`config.mk`:
```
export PLATFORM = sky130hd
export DESIGN_NAME = simon_host_if
export DESIGN_NICKNAME = d
export VERILOG_FILES = /design/src/rtl/simon_pkg.sv /design/src/rtl/simon_wdog.sv /design/src/rtl/simon_host_if.sv
export SDC_FILE = /design/constraint.sdc
export NUM_CORES = 1
export LEC_CHECK = 0
export CORE_AREA = 2 2 352 354
export DETAILED_ROUTE_END_ITERATION = 16
export DIE_AREA = 0 0 354 356
export GPL_ROUTABILITY_DRIVEN = 0
export SYNTH_ARGS = -nofsm -noshare
export SYNTH_HDL_FRONTEND = slang
export SYNTH_SLANG_ARGS = --single-unit
```
`constraint.sdc`:
```
create_clock -name clk -period 2.5 [get_ports clk]
set_clock_uncertainty 0.05 [all_clocks]
set_input_delay 0.5 -clock clk [delete_from_list [all_inputs] [get_ports clk]]
set_output_delay 0.5 -clock clk [all_outputs]
set_load 0.01 [all_outputs]
```
`src/rtl/simon_pkg.sv`:
```
// Shared defaults, data types and state encoding for the SIMON host-side handshake.
package simon_pkg;
    localparam int N_DEF  = 64;
    localparam int M_DEF  = 3;
    localparam int TO_DEF = 255;

    typedef logic [2*N_DEF-1:0]          block_t;
    typedef logic [M_DEF-1:0][N_DEF-1:0] key_t;

    typedef enum logic [3:0] {
        S_IDLE,
        S_KEY_REQ,
        S_KEY_REL,
        S_KEY_WAIT,
        S_DATA_REQ,
        S_DATA_REL,
        S_RUN,
        S_READ,
        S_OUT
    } host_state_e;

    // States in which the block is waiting on the core and the watchdog runs.
    function automatic logic is_core_wait(input host_state_e s);
        return (s != S_IDLE) && (s != S_OUT);
    endfunction
endpackage

```
`src/rtl/simon_wdog.sv`:
```
// Watchdog for waits on the cipher core: counts cycles spent in the current
// wait state and flags expiry on the cycle that would make the count reach TO.
module simon_wdog #(
    parameter int TO = simon_pkg::TO_DEF
) (
    input  logic clk,
    input  logic nR,
    input  logic run,
    input  logic restart,
    output logic expired
);
    localparam logic [7:0] LIMIT = 8'(TO - 1);

    logic [7:0] cnt_q;
    logic [7:0] cnt_d;

    always_comb begin
        cnt_d = cnt_q;
        if (restart || !run) begin
            cnt_d = 8'd0;
        end else begin
            cnt_d = cnt_q + 8'd1;
        end
    end

    always_ff @(posedge clk or negedge nR) begin
        if (!nR) begin
            cnt_q <= 8'd0;
        end else begin
            cnt_q <= cnt_d;
        end
    end

    // cnt_q counts completed cycles in this state; this cycle is number cnt_q+1.
    assign expired = run && (cnt_q == LIMIT);
endmodule

```
`src/rtl/simon_host_if.sv`:
```
// Host-side initiator for the SIMON_128192 core: takes keys and blocks from
// valid/ready streams, sequences the core's four-phase handshake, returns results.
module simon_host_if
    import simon_pkg::*;
#(
    parameter int N  = N_DEF,
    parameter int M  = M_DEF,
    parameter int TO = TO_DEF
) (
    input  logic             clk,
    input  logic             nR,
    input  logic             key_valid,
    input  logic [M*N-1:0]   key_in,
    output logic             key_ready,
    input  logic             blk_valid,
    input  logic [2*N-1:0]   blk_in,
    input  logic             blk_mode,
    output logic             blk_ready,
    output logic             res_valid,
    output logic [2*N-1:0]   res_data,
    output logic             res_mode,
    input  logic             res_ready,
    output logic             err,
    input  logic             err_clr,
    output logic             newKey,
    output logic             newData,
    output logic             enc_dec,
    output logic             readData,
    output logic [M*N-1:0]   key,
    output logic [2*N-1:0]   plain,
    input  logic             ldKey,
    input  logic             ldData,
    input  logic             doneKey,
    input  logic             doneData,
    input  logic [2*N-1:0]   cipher
);
    host_state_e    state_q, state_d;
    logic [M*N-1:0] key_q, key_d;
    logic [2*N-1:0] plain_q, plain_d;
    logic [2*N-1:0] res_data_q, res_data_d;
    logic           enc_dec_q, enc_dec_d;
    logic           new_key_q, new_key_d;
    logic           new_data_q, new_data_d;
    logic           read_data_q, read_data_d;
    logic           res_valid_q, res_valid_d;
    logic           res_mode_q, res_mode_d;
    logic           err_q, err_d;
    logic           key_loaded_q, key_loaded_d;
    logic           key_ready_q, key_ready_d;
    logic           blk_ready_q, blk_ready_d;
    logic           wd_run, wd_restart, wd_expired;

    simon_wdog #(.TO(TO)) u_wdog (
        .clk     (clk),
        .nR      (nR),
        .run     (wd_run),
        .restart (wd_restart),
        .expired (wd_expired)
    );

    assign wd_run     = is_core_wait(state_q);
    assign wd_restart = (state_d != state_q);

    always_comb begin
        state_d      = state_q;
        key_d        = key_q;
        plain_d      = plain_q;
        res_data_d   = res_data_q;
        enc_dec_d    = enc_dec_q;
        new_key_d    = new_key_q;
        new_data_d   = new_data_q;
        read_data_d  = read_data_q;
        res_valid_d  = res_valid_q;
        res_mode_d   = res_mode_q;
        err_d        = err_q;
        key_loaded_d = key_loaded_q;

        case (state_q)
            S_IDLE: begin
                // key_ready_q already implies IDLE and no error; keys win over blocks.
                if (key_valid && key_ready_q) begin
                    key_d        = key_in;
                    key_loaded_d = 1'b0;
                    new_key_d    = 1'b1;
                    state_d      = S_KEY_REQ;
                end else if (blk_valid && blk_ready_q) begin
                    plain_d    = blk_in;
                    enc_dec_d  = blk_mode;
                    new_data_d = 1'b1;
                    state_d    = S_DATA_REQ;
                end
            end
            S_KEY_REQ: if (ldKey) begin
                new_key_d = 1'b0;
                state_d   = S_KEY_REL;
            end
            S_KEY_REL: if (!ldKey) state_d = S_KEY_WAIT;
            S_KEY_WAIT: if (doneKey) begin
                key_loaded_d = 1'b1;
                state_d      = S_IDLE;
            end
            S_DATA_REQ: if (ldData) begin
                new_data_d = 1'b0;
                state_d    = S_DATA_REL;
            end
            S_DATA_REL: if (!ldData) state_d = S_RUN;
            S_RUN: if (doneData) begin
                res_data_d  = cipher;
                res_mode_d  = enc_dec_q;
                read_data_d = 1'b1;
                state_d     = S_READ;
            end
            S_READ: if (!doneData) begin
                read_data_d = 1'b0;
                res_valid_d = 1'b1;
                state_d     = S_OUT;
            end
            S_OUT: if (res_ready) begin
                res_valid_d = 1'b0;
                state_d     = S_IDLE;
            end
            default: state_d = S_IDLE;
        endcase

        if (err_clr) err_d = 1'b0;

        // A timeout overrides both the state step and a coincident err_clr.
        if (wd_expired) begin
            err_d        = 1'b1;
            new_key_d    = 1'b0;
            new_data_d   = 1'b0;
            read_data_d  = 1'b0;
            key_loaded_d = 1'b0;
            state_d      = S_IDLE;
        end

        key_ready_d = (state_d == S_IDLE) && !err_d;
        blk_ready_d = (state_d == S_IDLE) && key_loaded_d && !key_valid && !err_d;
    end

    always_ff @(posedge clk or negedge nR) begin
        if (!nR) begin
            state_q      <= S_IDLE;
            key_q        <= '0;
            plain_q      <= '0;
            res_data_q   <= '0;
            enc_dec_q    <= 1'b0;
            new_key_q    <= 1'b0;
            new_data_q   <= 1'b0;
            read_data_q  <= 1'b0;
            res_valid_q  <= 1'b0;
            res_mode_q   <= 1'b0;
            err_q        <= 1'b0;
            key_loaded_q <= 1'b0;
            key_ready_q  <= 1'b0;
            blk_ready_q  <= 1'b0;
        end else begin
            state_q      <= state_d;
            key_q        <= key_d;
            plain_q      <= plain_d;
            res_data_q   <= res_data_d;
            enc_dec_q    <= enc_dec_d;
            new_key_q    <= new_key_d;
            new_data_q   <= new_data_d;
            read_data_q  <= read_data_d;
            res_valid_q  <= res_valid_d;
            res_mode_q   <= res_mode_d;
            err_q        <= err_d;
            key_loaded_q <= key_loaded_d;
            key_ready_q  <= key_ready_d;
            blk_ready_q  <= blk_ready_d;
        end
    end

    assign key_ready = key_ready_q;
    assign blk_ready = blk_ready_q;
    assign res_valid = res_valid_q;
    assign res_data  = res_data_q;
    assign res_mode  = res_mode_q;
    assign err       = err_q;
    assign newKey    = new_key_q;
    assign newData   = new_data_q;
    assign enc_dec   = enc_dec_q;
    assign readData  = read_data_q;
    assign key       = key_q;
    assign plain     = plain_q;
endmodule

```
==> Word-level counts from Yosys, hierarchy flattened <==
Cells that the tools add are included.
{ "word_totals": {"latchBits": 0, "mem_bits_ro": 0, "memories": 0, "in_bits": 459, "output_inout_bits": 457, "mem_bits_rw": 0, "register_bits": 470} }
{ "op_classes": {"n_eq_ne": 20, "order_cmp": 0, "shift": 0, "div_mod_pow": 0, "n_reduce_logical": 26, "multipliers": 0, "n_addsub": 1, "bitwise_logic": 1, "mux": 35} }
{ "op_table": {"columns": ["operator", "count"], "rows": [
  ["$mux W4", 11],
  ["$pmux W4 S9", 1],
  ["$ne A3 B2 Y1 const B", 7],
  ["$mux W1", 17],
  ["$eq A4 B3 Y1 const B", 4],
  ["$reduce_and A3 Y1", 4],
  ["$pmux W1 S2", 5],
  ["$reduce_bool A3 Y1", 3],
  ["$add A8 B1 Y8 const B", 1],
  ["$eq A4 B2 Y1 const B", 2],
  ["$eq A8 B8 Y1 const B", 1],
  ["$logic_and A1 B1 Y1", 8],
  ["$logic_not A4 Y1", 2],
  ["$mux W8", 1],
  ["$eq A4 B1 Y1 const B", 1],
  ["$eq A4 B4 Y1 const B", 1],
  ["$ne A2 B2 Y1 const B", 2],
  ["$ne A4 B4 Y1", 1],
  ["$ne A4 B4 Y1 const B", 1],
  ["$reduce_and A2 Y1", 2],
  ["$reduce_and A4 Y1", 1],
  ["$reduce_bool A4 Y1", 1],
  ["$logic_not A1 Y1", 3],
  ["$reduce_bool A2 Y1", 1],
  ["2 further kinds", 2]
]} }

==> Depth between registers and ports, before layout <==
{ "depth": {"word_depth": 9, "depth_mapped": 8} }

==> Modules after synthesis <==
From an unflattened synthesis, not the netlist that was laid out.
{ "unflattened": {"hier_cells": 1351, "hier_area_um2": 17907.2} }
{ "modules_own_cells": {"columns": ["mod", "seq_area_each_um2", "instances", "cells_each", "area_per_inst_um2"], "rows": [
  ["simon_host_if", 11561.1, 1, 1313, 17530.6],
  ["simon_wdog", 200.2, 1, 38, 376.6]
]} }

==> Least setup slack after synthesis <==
OpenSTA, ideal clock, no wires.
{ "synth_path": {"path_type": "register to register", "start": "register state_q[0]", "end": "register key_q[0], in the netlist key[0]", "required_ps": 2325, "synth_period_minus_slack_ps": 1911, "t_arrival_ps": 1736, "stages_incl_launch_ff": 8, "path_slack_ps": 589, "cell_sequence": "dfrtp_1 > buf_6 > nor4_1 > nor2b_1 > buf_2 > buf_2 > buf_4 > mux2_2"} }
{ "synth_between": {"elab_chain_len": 2} }
{ "synth_lines": {"columns": ["element", "line", "rtl"], "rows": [
  ["start, declared", "simon_host_if.sv:37", "host_state_e state_q, state_d;"],
  ["start signal, assigned", "simon_host_if.sv:158", "state_q <= state_d;"],
  ["$logic_not A4 Y1", "simon_host_if.sv:78", "case (state_q)"],
  ["$reduce_and A2 Y1 (no source line)", null, null],
  ["end signal, assigned", "simon_host_if.sv:159", "key_q <= key_d;"],
  ["end, declared", "simon_host_if.sv:38", "logic [M*N-1:0] key_q, key_d;"]
]} }
No other way between the ends.
A chain may end at the register's enable or synchronous reset.

==> Worst setup path after layout <==
{ "layout_path": {"start": "register new_data_q, in the netlist newData", "end": "output newData"} }
{ "layout_rtl": {"columns": ["element", "line", "rtl"], "rows": [
  ["start, declared", "simon_host_if.sv:43", "logic new_data_q, new_data_d;"],
  ["start signal, assigned", "simon_host_if.sv:164", "new_data_q <= new_data_d;"],
  ["end, declared", "simon_host_if.sv:26", "output logic newData,"]
]} }
No word-level cell between the ends.

==> run_results.csv <==
group,metric,value,unit
timing,rsz0062_at_grt,"no",
global_routing,grt_usage,13.0,%
synthesis,synth_cell_types,40,
clocking,numClockSinks,470,
run,cap_violations,0,
route,drtIter0Drc,511,
global_routing,antenna_found_initial,26,
route,dr.pass1.iters,4,
route,wire_per_inst,22.7,um
floorplan,rows,129,
pwr,swShare,31.4,%
synthesis,syn_avg_cell_area,16.6,um2
pwr,p_int,0.0247,W
worst_setup_path,end_kind,"output pin",
pwr,pwr-share-seq,35.3,%
pwr,power_density,1150,nW/um2
floorplan,fp.dieH,356,um
timing,slew_headroom,59.1,%
clocking,cts_root_buffer,"clkbuf_16",
clocking,cts_buffers,56,
route,drc,0,
clocking,h-tree-depth,2,
worst_setup_path,cp.depth,1,
pwr,p_switching,0.0113,W
worst_setup_path,critPathLaunch,"newData$_DFFE_PN0P_",
timing,period_share,92.7,%
floorplan,die_x,354,um
placement,dpl.hpwl,71800,um
clocking,clk_pin_slew,60,ps
worst_setup_path,reg2regPathDepth,5,
floorplan,coreArea,123000,um2
clocking,postCtsSetupBuffers,0,
synthesis,syn_nets,1530,
pwr,power_frac_clock,23.3,%
worst_setup_path,critPathBufInv,1,
timing,clock.fmax,0.432,GHz
timing,setup_viol,0,
global_routing,grt_max_degree,72,
worst_setup_path,r2r_start,"state_q[1]$_DFF_PN0_",
worst_setup_path,slowest_stage,"clkdlybuf4s50_1",
worst_setup_path,r2r-end,"key[136]$_DFFE_PN0P_",
worst_setup_path,cp_top_family,"buffers and inverters",
pwr,ir_drop,0.000625,V
finish,final_net_count,2522,
route,vias_per_cell,3.50,
placement,portBuffers,915,
finish,drive_above_1_share,29.3,%
global_routing,grt_pass1_vias,13900,
hold_path,hold_class,"in2async",
synthesis,syn_area,17800,um2
timing,hold_viol_final,0,
route,ant_nets,0,
synthesis,ys_seq_area_share,66.3,%
worst_setup_path,crit_arrival,1770,ps
synthesis,ys_ff_latch,470,
finish,synthToLayoutAreaGrowth,76.8,%
worst_setup_path,start_kind,"flip-flop",
finish,stdcell_area,31400,um2
worst_setup_path,reg2reg_setup_slack,390,ps
finish,n_fill_cell,12800,
placement,placed_area,29500,um2
synthesis,yosys_warnings,0,
clocking,clkLatencyLatePin,620,ps
timing,slew_viol_final,0,
worst_setup_path,slowest_delay,790,ps
global_routing,grt_pass1_wl,115000,um
timing,worstMarginPinSlew,597,ps
clocking,clockBufferDepth,3,
finish,final_common_cell,"clkdlybuf4s50_1",
finish,final_cell_mix,"914 x clkdlybuf4s50_1, 470 x dfrtp_1, 450 x mux2_2",
pwr,power_frac_comb,41.4,%
route,wl,85000,um
pwr,leakage,13.1,nW
clocking,cts_tree,"built",
global_routing,grt_overflow,0,
floorplan,die_area,126000,um2
worst_setup_path,crit_end,"newData",
outcome,status,"completed",
route,vias,13100,
worst_setup_path,cp_cell_sequence,"clkdlybuf4s50_1",
worst_setup_path,crit_type,"reg2out",
floorplan,initial_core_util,14.5,%
worst_setup_path,cp_max_fo,2,
timing,layout_setup_ws,183,ps
timing,fin_crit,2320,ps
synthesis,syn_inst,1069,
floorplan,ios,916,
placement,pre_cts_ws,35.8,ps
worst_setup_path,required,1950,ps
-- per-stage QoR --
step           instances  TNS [ps]  power [W]  hold WS [ps]  utilization (%)
3_3_place_gp        3639      -225     0.0279           387             24.0
2_1_floorplan       1069         0     0.0179           154                -
6_report            3743         0     0.0360           327             25.6
4_1_cts             3738         0     0.0367           274             25.6
5_1_grt             3738         0     0.0378           314             25.6
3_5_place_dp        3639         0     0.0280           385             24.0
-- worst min-delay path by stage --
stage / depth (start not counted) / startpoint / to
CTS: 2 / nR / res_data[61]$_DFFE_PN0P_
finish: 2 / nR / res_data[61]$_DFFE_PN0P_
global route: 2 / nR / res_data[61]$_DFFE_PN0P_
floorplan: 0 / nR / blk_ready$_DFF_PN0_
global placement: 1 / nR / res_data[61]$_DFFE_PN0P_
detailed placement: 1 / nR / res_data[61]$_DFFE_PN0P_
-- what timing repair did --
item,in CTS,in global routing
resized for setup,0,0
endpoints found under the hold margin,33,0
hold buffers,1,0
-- power groups by stage --
stage	Clock, W	Combinational (W)	Sequential (W)
finish	0.00839	0.0149	0.0127
global route	0.00900	0.0157	0.0131
CTS	0.00874	0.0152	0.0127
detailed placement	0	0.0152	0.0128
global placement	0	0.0151	0.0127
floorplan	0	0.00397	0.0139
-- sequential cells by signal, indices dropped and copies added (netlist names), 4 cells and up --
signal and count:
u_wdog.cnt_q 8, key 192, plain 128, res_data 128
state_q 4
-- cell usage after synthesis, drive strengths merged --
cell,n,area share [%]
nor2b,3,0.11
a2111oi,1,0.049
a31oi,4,0.14
ha,2,0.14
nand4,3,0.11
a311oi,2,0.13
o32ai,1,0.092
nand2b,2,0.070
or3,1,0.035
a21oi,4,0.11
nor4bb,1,0.056
nor4,2,0.070
nor2,16,0.34
a311o,1,0.056
xor2,4,0.20
o21a,1,0.042
buf,54,1.9
o21ai,3,0.085
nand3,6,0.17
mux2,450,29
dfrtp,470,66
nand2,5,0.11
xnor2,4,0.24
inv,7,0.15
or2,2,0.070
o22ai,1,0.035
and4,1,0.049
or3b,1,0.049
a41oi,1,0.049
and2b,1,0.042
clkbuf,1,0.021
nor3,13,0.39
a211o,1,0.049
-- cell type report --
class	instances	area [um2]	area share (%)
well taps	1637	2050	6.53
repair buffers	989	10000	32.0
flip-flops and latches	470	11800	37.5
clock inverters	15	219	0.698
diodes	5	12.5	0.0399
clock buffers	83	1640	5.24
multi-input cells	537	5630	17.9
inverters	7	26.3	0.0837
-- metal layers --
layer,part of all wire [%],track usage (%),vias up
met5,0.21,0,-
met4,2.5,3.34,28
met3,9.0,5.25,117
met2,49,22.2,542
met1,39,15.1,6620
li1,-,-,5811
-- kinds of logic (layout without fill, tap and decap cells) --
kind of cell    after synthesis  count (layout)  share of synthesized area, %
simple gates                 57              57                          1.66
compound gates               20              20                         0.846
mux                         450             450                          28.5
xor+xnor                      8               8                         0.437
fa+ha+maj                     2               2                         0.141
flops                       470             470                          66.3
buf+inv                      62            1094                          2.11
other cells                   0               5                             0
(Power assumes the default switching activity.)
